**config.mk**
```make
export PLATFORM = sky130hd
export DESIGN_NAME = axi4_lite_master_exerciser_flat
export DESIGN_NICKNAME = d
export VERILOG_FILES = /design/src/rtl/axi4_lite_master_exerciser_if.sv /design/src/rtl/axi4_lite_master_exerciser.sv /design/src/flat_wrapper.sv
export SDC_FILE = /design/constraint.sdc
export NUM_CORES = 1
export LEC_CHECK = 0
export ABC_CLOCK_PERIOD_IN_PS = 2000
export CAP_MARGIN = 25
export CORE_MARGIN = 2
export CORE_UTILIZATION = 45
export CTS_CLUSTER_SIZE = 8
export DETAILED_ROUTE_END_ITERATION = 8
export PLACE_DENSITY_LB_ADDON = 0.1
export SYNTH_ARGS = -nofsm -noshare
export SYNTH_HDL_FRONTEND = slang
export SYNTH_SLANG_ARGS = --single-unit
```
**constraint.sdc**
```tcl
create_clock -name i_alm_aclk -period 2 [get_ports i_alm_aclk]
set_clock_uncertainty 0.05 [all_clocks]
set_input_delay 0.4 -clock i_alm_aclk [delete_from_list [all_inputs] [get_ports i_alm_aclk]]
set_output_delay 0.4 -clock i_alm_aclk [all_outputs]
set_load 0.03 [all_outputs]
```
**src/rtl/axi4_lite_master_exerciser_if.sv**
```systemverilog
`default_nettype none
// ============================================================================
// Module   : axi4_lite_master_exerciser_if
// Purpose  : AXI4-Lite bus bundle between the exerciser master and its slave
//            memory. Member names carry the master's point of view (o_ driven
//            by the master, i_ driven by the slave).
// Revision : 1.0 - initial release
// ============================================================================
interface axi4_lite_master_exerciser_if;
  logic        o_alm_awvalid;
  logic        i_alm_awready;
  logic [6:0]  o_alm_awaddr;
  logic        o_alm_wvalid;
  logic        i_alm_wready;
  logic [31:0] o_alm_wdata;
  logic [3:0]  o_alm_wstrb;
  logic [1:0]  i_alm_bresp;
  logic        i_alm_bvalid;
  logic        o_alm_bready;
  logic        o_alm_arvalid;
  logic        i_alm_arready;
  logic [6:0]  o_alm_araddr;
  logic        i_alm_rvalid;
  logic        o_alm_rready;
  logic [31:0] i_alm_rdata;
  logic [1:0]  i_alm_rresp;

  modport master (
    output o_alm_awvalid, o_alm_awaddr, o_alm_wvalid, o_alm_wdata, o_alm_wstrb,
           o_alm_bready, o_alm_arvalid, o_alm_araddr, o_alm_rready,
    input  i_alm_awready, i_alm_wready, i_alm_bresp, i_alm_bvalid,
           i_alm_arready, i_alm_rvalid, i_alm_rdata, i_alm_rresp
  );

  modport slave (
    input  o_alm_awvalid, o_alm_awaddr, o_alm_wvalid, o_alm_wdata, o_alm_wstrb,
           o_alm_bready, o_alm_arvalid, o_alm_araddr, o_alm_rready,
    output i_alm_awready, i_alm_wready, i_alm_bresp, i_alm_bvalid,
           i_alm_arready, i_alm_rvalid, i_alm_rdata, i_alm_rresp
  );
endinterface
`default_nettype wire

```
**src/rtl/axi4_lite_master_exerciser.sv**
```systemverilog
`default_nettype none
// ============================================================================
// Module   : axi4_lite_master_exerciser
// Purpose  : Hard-wired AXI4-Lite master. Writes an incrementing byte pattern
//            to P_WORDS words, overlays a strobed partial write on word 4,
//            reads every word back and streams the bytes out, followed by a
//            saturating error-count status byte. Then holds o_done.
// Revision : 1.0 - initial release
// ============================================================================
module axi4_lite_master_exerciser #(
  parameter int P_WORDS = 32
) (
  input  logic                                i_alm_aclk,
  input  logic                                i_alm_aresetn,
  axi4_lite_master_exerciser_if.master        alm,
  output logic [7:0]                          o_diag_data,
  output logic                                o_diag_wr,
  output logic                                o_done
);

  typedef enum logic [2:0] {
    S_IDLE    = 3'd0,
    S_WR_REQ  = 3'd1,
    S_WR_RESP = 3'd2,
    S_RD_REQ  = 3'd3,
    S_RD_DATA = 3'd4,
    S_EMIT    = 3'd5,
    S_STATUS  = 3'd6,
    S_DONE    = 3'd7
  } state_t;

  // Write index P_WORDS is the extra partial write that follows the fill.
  localparam logic [5:0] c_PARTIAL = 6'(P_WORDS);
  localparam logic [5:0] c_LAST    = 6'(P_WORDS - 1);

  state_t      r_state;
  logic [5:0]  r_k;
  logic [1:0]  r_byte;
  logic [31:0] r_rdata;
  logic [7:0]  r_err;

  logic        r_awvalid;
  logic [6:0]  r_awaddr;
  logic        r_wvalid;
  logic [31:0] r_wdata;
  logic [3:0]  r_wstrb;
  logic        r_bready;
  logic        r_arvalid;
  logic [6:0]  r_araddr;
  logic        r_rready;
  logic [7:0]  r_diag_data;
  logic        r_diag_wr;
  logic        r_done;

  // Fill pattern: byte j of word k holds 4k+j.
  function automatic logic [31:0] f_word(input logic [5:0] k);
    logic [7:0] b;
    b = {k, 2'b00};
    return {b + 8'd3, b + 8'd2, b + 8'd1, b};
  endfunction

  logic [5:0]  w_nk;
  logic [6:0]  w_nxt_addr;
  logic [31:0] w_nxt_wdata;
  logic [3:0]  w_nxt_wstrb;
  logic [7:0]  w_err_inc;
  logic [7:0]  w_emit_byte;
  logic        w_aw_ok;
  logic        w_w_ok;

  assign w_nk        = r_k + 6'd1;
  assign w_nxt_addr  = (w_nk == c_PARTIAL) ? 7'h10 : {w_nk[4:0], 2'b00};
  assign w_nxt_wdata = (w_nk == c_PARTIAL) ? 32'hDEAD_BEEF : f_word(w_nk);
  assign w_nxt_wstrb = (w_nk == c_PARTIAL) ? 4'b0101 : 4'hF;
  assign w_err_inc   = (r_err == 8'hFF) ? r_err : r_err + 8'd1;
  assign w_emit_byte = r_rdata[{r_byte, 3'b000} +: 8];
  // A channel counts as accepted if already dropped or handshaking now.
  assign w_aw_ok     = !r_awvalid || alm.i_alm_awready;
  assign w_w_ok      = !r_wvalid  || alm.i_alm_wready;

  // Sequencer: every bus and diagnostic output is a register set here.
  always_ff @(posedge i_alm_aclk or negedge i_alm_aresetn) begin
    if (!i_alm_aresetn) begin
      r_state     <= S_IDLE;
      r_k         <= 6'd0;
      r_byte      <= 2'd0;
      r_rdata     <= 32'd0;
      r_err       <= 8'd0;
      r_awvalid   <= 1'b0;
      r_awaddr    <= 7'd0;
      r_wvalid    <= 1'b0;
      r_wdata     <= 32'd0;
      r_wstrb     <= 4'd0;
      r_bready    <= 1'b0;
      r_arvalid   <= 1'b0;
      r_araddr    <= 7'd0;
      r_rready    <= 1'b0;
      r_diag_data <= 8'd0;
      r_diag_wr   <= 1'b0;
      r_done      <= 1'b0;
    end else begin
      r_diag_wr <= 1'b0;
      case (r_state)
        S_IDLE: begin
          r_k       <= 6'd0;
          r_awvalid <= 1'b1;
          r_wvalid  <= 1'b1;
          r_awaddr  <= 7'd0;
          r_wdata   <= f_word(6'd0);
          r_wstrb   <= 4'hF;
          r_state   <= S_WR_REQ;
        end
        S_WR_REQ: begin
          if (r_awvalid && alm.i_alm_awready) r_awvalid <= 1'b0;
          if (r_wvalid && alm.i_alm_wready)   r_wvalid  <= 1'b0;
          if (w_aw_ok && w_w_ok) begin
            r_bready <= 1'b1;
            r_state  <= S_WR_RESP;
          end
        end
        S_WR_RESP: begin
          if (alm.i_alm_bvalid) begin
            r_bready <= 1'b0;
            if (alm.i_alm_bresp != 2'b00) r_err <= w_err_inc;
            if (r_k == c_PARTIAL) begin
              r_k       <= 6'd0;
              r_araddr  <= 7'd0;
              r_arvalid <= 1'b1;
              r_state   <= S_RD_REQ;
            end else begin
              r_k       <= w_nk;
              r_awaddr  <= w_nxt_addr;
              r_wdata   <= w_nxt_wdata;
              r_wstrb   <= w_nxt_wstrb;
              r_awvalid <= 1'b1;
              r_wvalid  <= 1'b1;
              r_state   <= S_WR_REQ;
            end
          end
        end
        S_RD_REQ: begin
          if (alm.i_alm_arready) begin
            r_arvalid <= 1'b0;
            r_rready  <= 1'b1;
            r_state   <= S_RD_DATA;
          end
        end
        S_RD_DATA: begin
          if (alm.i_alm_rvalid) begin
            r_rready    <= 1'b0;
            r_rdata     <= alm.i_alm_rdata;
            if (alm.i_alm_rresp != 2'b00) r_err <= w_err_inc;
            // Byte 0 goes out straight from the bus so EMIT spans 4 cycles.
            r_diag_data <= alm.i_alm_rdata[7:0];
            r_diag_wr   <= 1'b1;
            r_byte      <= 2'd1;
            r_state     <= S_EMIT;
          end
        end
        S_EMIT: begin
          if (r_byte != 2'd0) begin
            r_diag_data <= w_emit_byte;
            r_diag_wr   <= 1'b1;
            r_byte      <= r_byte + 2'd1;
          end else if (r_k == c_LAST) begin
            r_diag_data <= r_err;
            r_diag_wr   <= 1'b1;
            r_state     <= S_STATUS;
          end else begin
            r_k       <= w_nk;
            r_araddr  <= {w_nk[4:0], 2'b00};
            r_arvalid <= 1'b1;
            r_state   <= S_RD_REQ;
          end
        end
        S_STATUS: begin
          r_done  <= 1'b1;
          r_state <= S_DONE;
        end
        S_DONE: begin
          r_done <= 1'b1;
        end
        default: r_state <= S_IDLE;
      endcase
    end
  end

  assign alm.o_alm_awvalid = r_awvalid;
  assign alm.o_alm_awaddr  = r_awaddr;
  assign alm.o_alm_wvalid  = r_wvalid;
  assign alm.o_alm_wdata   = r_wdata;
  assign alm.o_alm_wstrb   = r_wstrb;
  assign alm.o_alm_bready  = r_bready;
  assign alm.o_alm_arvalid = r_arvalid;
  assign alm.o_alm_araddr  = r_araddr;
  assign alm.o_alm_rready  = r_rready;
  assign o_diag_data       = r_diag_data;
  assign o_diag_wr         = r_diag_wr;
  assign o_done            = r_done;

endmodule
`default_nettype wire

```
**src/flat_wrapper.sv**
```systemverilog
// flat-port wrapper written by rule: the top's interface ports become plain ports
module axi4_lite_master_exerciser_flat 
#(
  parameter int P_WORDS = 32
)
  (i_alm_aclk, i_alm_aresetn, o_diag_data, o_diag_wr, o_done, alm_o_alm_awvalid, alm_o_alm_awaddr, alm_o_alm_wvalid, alm_o_alm_wdata, alm_o_alm_wstrb, alm_o_alm_bready, alm_o_alm_arvalid, alm_o_alm_araddr, alm_o_alm_rready, alm_i_alm_awready, alm_i_alm_wready, alm_i_alm_bresp, alm_i_alm_bvalid, alm_i_alm_arready, alm_i_alm_rvalid, alm_i_alm_rdata, alm_i_alm_rresp);
  axi4_lite_master_exerciser_if alm_i ();
  input  logic i_alm_aclk;
  input  logic i_alm_aresetn;
  output logic [7:0] o_diag_data;
  output logic o_diag_wr;
  output logic o_done;
  output wire logic [$bits(alm_i.o_alm_awvalid)-1:0] alm_o_alm_awvalid;
  output wire logic [$bits(alm_i.o_alm_awaddr)-1:0] alm_o_alm_awaddr;
  output wire logic [$bits(alm_i.o_alm_wvalid)-1:0] alm_o_alm_wvalid;
  output wire logic [$bits(alm_i.o_alm_wdata)-1:0] alm_o_alm_wdata;
  output wire logic [$bits(alm_i.o_alm_wstrb)-1:0] alm_o_alm_wstrb;
  output wire logic [$bits(alm_i.o_alm_bready)-1:0] alm_o_alm_bready;
  output wire logic [$bits(alm_i.o_alm_arvalid)-1:0] alm_o_alm_arvalid;
  output wire logic [$bits(alm_i.o_alm_araddr)-1:0] alm_o_alm_araddr;
  output wire logic [$bits(alm_i.o_alm_rready)-1:0] alm_o_alm_rready;
  input wire logic [$bits(alm_i.i_alm_awready)-1:0] alm_i_alm_awready;
  input wire logic [$bits(alm_i.i_alm_wready)-1:0] alm_i_alm_wready;
  input wire logic [$bits(alm_i.i_alm_bresp)-1:0] alm_i_alm_bresp;
  input wire logic [$bits(alm_i.i_alm_bvalid)-1:0] alm_i_alm_bvalid;
  input wire logic [$bits(alm_i.i_alm_arready)-1:0] alm_i_alm_arready;
  input wire logic [$bits(alm_i.i_alm_rvalid)-1:0] alm_i_alm_rvalid;
  input wire logic [$bits(alm_i.i_alm_rdata)-1:0] alm_i_alm_rdata;
  input wire logic [$bits(alm_i.i_alm_rresp)-1:0] alm_i_alm_rresp;
  assign alm_o_alm_awvalid = alm_i.o_alm_awvalid;
  assign alm_o_alm_awaddr = alm_i.o_alm_awaddr;
  assign alm_o_alm_wvalid = alm_i.o_alm_wvalid;
  assign alm_o_alm_wdata = alm_i.o_alm_wdata;
  assign alm_o_alm_wstrb = alm_i.o_alm_wstrb;
  assign alm_o_alm_bready = alm_i.o_alm_bready;
  assign alm_o_alm_arvalid = alm_i.o_alm_arvalid;
  assign alm_o_alm_araddr = alm_i.o_alm_araddr;
  assign alm_o_alm_rready = alm_i.o_alm_rready;
  assign alm_i.i_alm_awready = alm_i_alm_awready;
  assign alm_i.i_alm_wready = alm_i_alm_wready;
  assign alm_i.i_alm_bresp = alm_i_alm_bresp;
  assign alm_i.i_alm_bvalid = alm_i_alm_bvalid;
  assign alm_i.i_alm_arready = alm_i_alm_arready;
  assign alm_i.i_alm_rvalid = alm_i_alm_rvalid;
  assign alm_i.i_alm_rdata = alm_i_alm_rdata;
  assign alm_i.i_alm_rresp = alm_i_alm_rresp;
  axi4_lite_master_exerciser #(.P_WORDS(P_WORDS)) u_core (.i_alm_aclk(i_alm_aclk), .i_alm_aresetn(i_alm_aresetn), .alm(alm_i), .o_diag_data(o_diag_data), .o_diag_wr(o_diag_wr), .o_done(o_done));
endmodule
```
==> reports/summary.txt, run 1 <==
Status - complete, no violations
GRT overflow - 0
CP Launch Type - flop
Full die area - 10800 sq um
Layout Nets - 542
Layout cells sized above 1 - 0.258
Reg2reg end - u_core.alm.o_alm_araddr[5]
Design area - 5980 sq um
Post-synthesis async set-or-reset flop share - 1.00
Power per cell area - 1320 nW/um^2
Synth unique cells - 59
CP Class - flop to flop
Worst EP required - 2.19 ns
Fin crit share - 0.969
Worst EP arrival - 2.12 ns
Num Clock Sinks - 85
Clock Path Buffers - 2
Worst VDD drop - 674 uV
Worst-Margin Slew - 0.539 ns
Via density - 5.14
R2R Setup Slk - 0.06 ns
Largest net degree at the start of global routing - 42
Worst hold path type - flop to flop
Pre-antenna DRT Iters - 4
CTS Buf Count - 9
Placer Congestion - 0.820
IO Pins - 108
Core footprint - 9730 sq um
Worst-case reg-to-reg path depth - 4
Synth-to-Final Area Change - 32.9%
Routed WL - 10100 microns
# rows - 36
Min-delay src - u_core.o_done
Setup TNS - 0 ns
Leak - 2.57 nW
Max-slew headroom - 0.640
Initial DRC Count - 134
Via Count - 3241
Final setup fails - 0
Die Width - 104 microns
Clock transition at path regs - 0.09 ns
Max-cap violation count - 0
H-tree Lvls - 3
GRT Util Overall - 0.199
Hold Path End - u_core.o_done
Synthesized area per cell - 11.7 sq um
Root buf cell - clkbuf_8
Vias in the first global route - 3423
Antenna violations before repair - 0
Reg-to-reg startpoint - u_core.r_state[2]
Antenna viol nets, final - 0
Worst Setup End Kind - flop
Critical Path Fanout Max - 20
Post-Syn Area - 4500 sq um
FMAX - 516 MHz
Port bufs - 103
DRC viols - 0
Worst Hold Depth - 1
Unrepaired setup endpoints after global routing - yes
Yosys warns - 0
Final WS setup - 0.0629 ns
Final hold violations - 0
#FFs+latches synth - 85
Post-Synthesis Cells - 385
CTS tree - built
Pre-CTS setup slack - -0.108 ns
Antenna cells - 0
Number of flops mapped to enable cells by yosys - 0
Placed cell areas - 5750 sq um
Chip height - 104 microns
Starting Density - 0.463
First-pass GRT wire length - 17400 microns
Register area share after synthesis - 0.472
Clk_lat worst skew - 0.35 ns
Crit path time final - 1.94 ns
Count of pins over their slew limit - 0
Detailed Place HPWL - 7360 microns
Routed len/inst - 16.0 microns
Dominant synthesized flop cell - dfrtp_1
## placed cells by master, fill, tap and decap left out, drive strengths merged, types with 3 or more instances in the layout
| cell | netlist | final |
|---|---|---|
| o22ai | 3 | 3 |
| mux2i | 10 | 10 |
| clkdlybuf4s50 | 0 | 101 |
| a2bb2oi | 3 | 3 |
| conb | 1 | 4 |
| and3b | 3 | 3 |
| nor2 | 26 | 26 |
| nand3b | 5 | 5 |
| clkinvlp | 0 | 3 |
| nand3 | 6 | 6 |
| nand2 | 12 | 12 |
| xnor2 | 7 | 7 |
| a211o | 6 | 6 |
| inv | 12 | 13 |
| ha | 7 | 7 |
| clkbuf | 7 | 10 |
| a211oi | 3 | 3 |
| o2bb2ai | 3 | 3 |
| nor2b | 6 | 6 |
| buf | 44 | 41 |
| o31ai | 3 | 3 |
| mux4 | 8 | 8 |
| nand2b | 6 | 6 |
| a221o | 3 | 3 |
| o21a | 6 | 6 |
| nand4b | 4 | 4 |
| dfrtp | 85 | 85 |
| a21oi | 19 | 19 |
| o21ai | 7 | 7 |
| nand4 | 3 | 3 |
| a21o | 5 | 5 |
| mux2 | 47 | 47 |
## registers in the layout, indices dropped and copies added, names as in the netlist
signal,flops
u_core.o_done,1
u_core.alm.o_alm_rready,1
u_core.r_rdata,32
u_core.r_k,6
u_core.alm.o_alm_wstrb,2
u_core.r_state,3
u_core.alm.o_alm_awaddr,2
u_core.alm.o_alm_arvalid,1
u_core.alm.o_alm_araddr,5
u_core.alm.o_alm_bready,1
u_core.alm.o_alm_wdata,10
u_core.r_byte,2
u_core.alm.o_alm_wvalid,1
u_core.alm.o_alm_awvalid,1
u_core.o_diag_data,8
u_core.o_diag_wr,1
u_core.r_err,8
## repair_timing
item,in CTS,in global routing
cloned,0,0
pin swaps,0,2
hold buffers,1,0
endpoints found under the setup margin,19,33
hold endpoints to repair,27,0
resized for setup,0,8
buffers inserted,1,2
## power breakdown
| group | switching (mW) | internal [mW] |
|---|---|---|
| sequential | 0.415 | 2.33 |
| combinational | 1.92 | 2.09 |
| clock | 0.656 | 0.461 |
## layer usage
metal,GRT usage,part of all wire,vias up
li1,-,-,1557
met1,0.259,0.45,1611
met2,0.343,0.51,67
met3,0.0326,0.033,6
met4,0.0608,0.0093,0
met5,0,0,-
## layout make-up
cell class / count / area (sq um)
Clock inverter: 6 / 47.5
Multi-Input combinational cell: 240 / 2040
Timing Repair Buffer: 144 / 1430
Tap cell: 133 / 166
Clock buffer: 10 / 128
Inverter: 12 / 45.0
Sequential cell: 85 / 2130
Fill cell: 825 / 3750
## cells in the mapped netlist (all sizes together), types with 3 or more instances
cell     count  area, sq um
nand2       12         47.6
nand3b       5         37.5
nand4        3         18.8
nand4b       4         35.0
mux2i       10          100
inv         12         45.0
nor2        26         97.6
o21a         6         45.0
nor2b        6         37.5
buf         44          305
a211o        6         52.6
o22ai        3         18.8
a21o         5         37.5
a221o        3         30.0
o21ai        7         42.5
a211oi       3         27.5
clkbuf       7         26.3
a2bb2oi      3         26.3
and3b        3         26.3
dfrtp       85         2130
o2bb2ai      3         26.3
mux2        47          529
mux4         8          180
ha           7         87.6
xnor2        7         61.3
o31ai        3         22.5
nand3        6         30.0
nand2b       6         37.5
a21oi       19         95.1
## cells by family after synthesis
kind of cell	share of synthesized area
AND/OR/NAND/NOR	0.101
flip-flops	0.472
adder cells (fa/ha/maj)	0.0195
other	0.000833
multiplexers	0.180
buffers and inverters	0.0837
AO/OA/AOI/OAI	0.125
XOR/XNOR	0.0175
## how the worst max path moves through the flow
stage                            startpoint                    endpoint  slack, ns  cells past startpoint
after CTS                     u_core.r_k[0]               u_core.r_k[2]      0.005                      8
after global placement     alm_i_alm_bvalid   u_core.alm.o_alm_wstrb[1]      -0.11                      6
after global routing          u_core.r_k[0]  u_core.alm.o_alm_araddr[2]      -0.02                      7
after floorplan               u_core.r_k[0]  u_core.alm.o_alm_araddr[2]       0.02                      6
after detailed placement   alm_i_alm_bvalid   u_core.alm.o_alm_wstrb[1]      -0.11                      6
final                     u_core.r_state[2]  u_core.alm.o_alm_araddr[5]       0.06                      4
## stage by stage
| step | std cells | hold WS (ns) | power [mW] | utilization |
|---|---|---|---|---|
| after floorplan | 388 | 0.0544 | 5.28 | - |
| after global placement | 610 | 0.383 | 6.62 | 0.591 |
| after detailed placement | 610 | 0.373 | 6.70 | 0.591 |
| after CTS | 628 | 0.433 | 7.86 | 0.611 |
| after global routing | 630 | 0.448 | 8.42 | 0.615 |
| final | 630 | 0.427 | 7.87 | 0.615 |
## worst max-delay path: stages, from the launching register on
cell and delay (ns):
dfrtp_1 0.43, buf_12 0.17, or3b_4 0.42, o32ai_4 0.38, mux2_2 0.38
(Power assumes the default switching activity.)
==> run 2, diff against run 1 <==
--- a/config.mk
+++ b/config.mk
@@ -6,7 +6,7 @@
 export NUM_CORES = 1
 export LEC_CHECK = 0
 export ABC_CLOCK_PERIOD_IN_PS = 2000
-export CAP_MARGIN = 25
+export CAP_MARGIN = 20
 export CORE_MARGIN = 2
 export CORE_UTILIZATION = 45
 export CTS_CLUSTER_SIZE = 8
==> results of run 2 <==
Same layout as run 1: the final DEF is identical, and so are final timing and power.
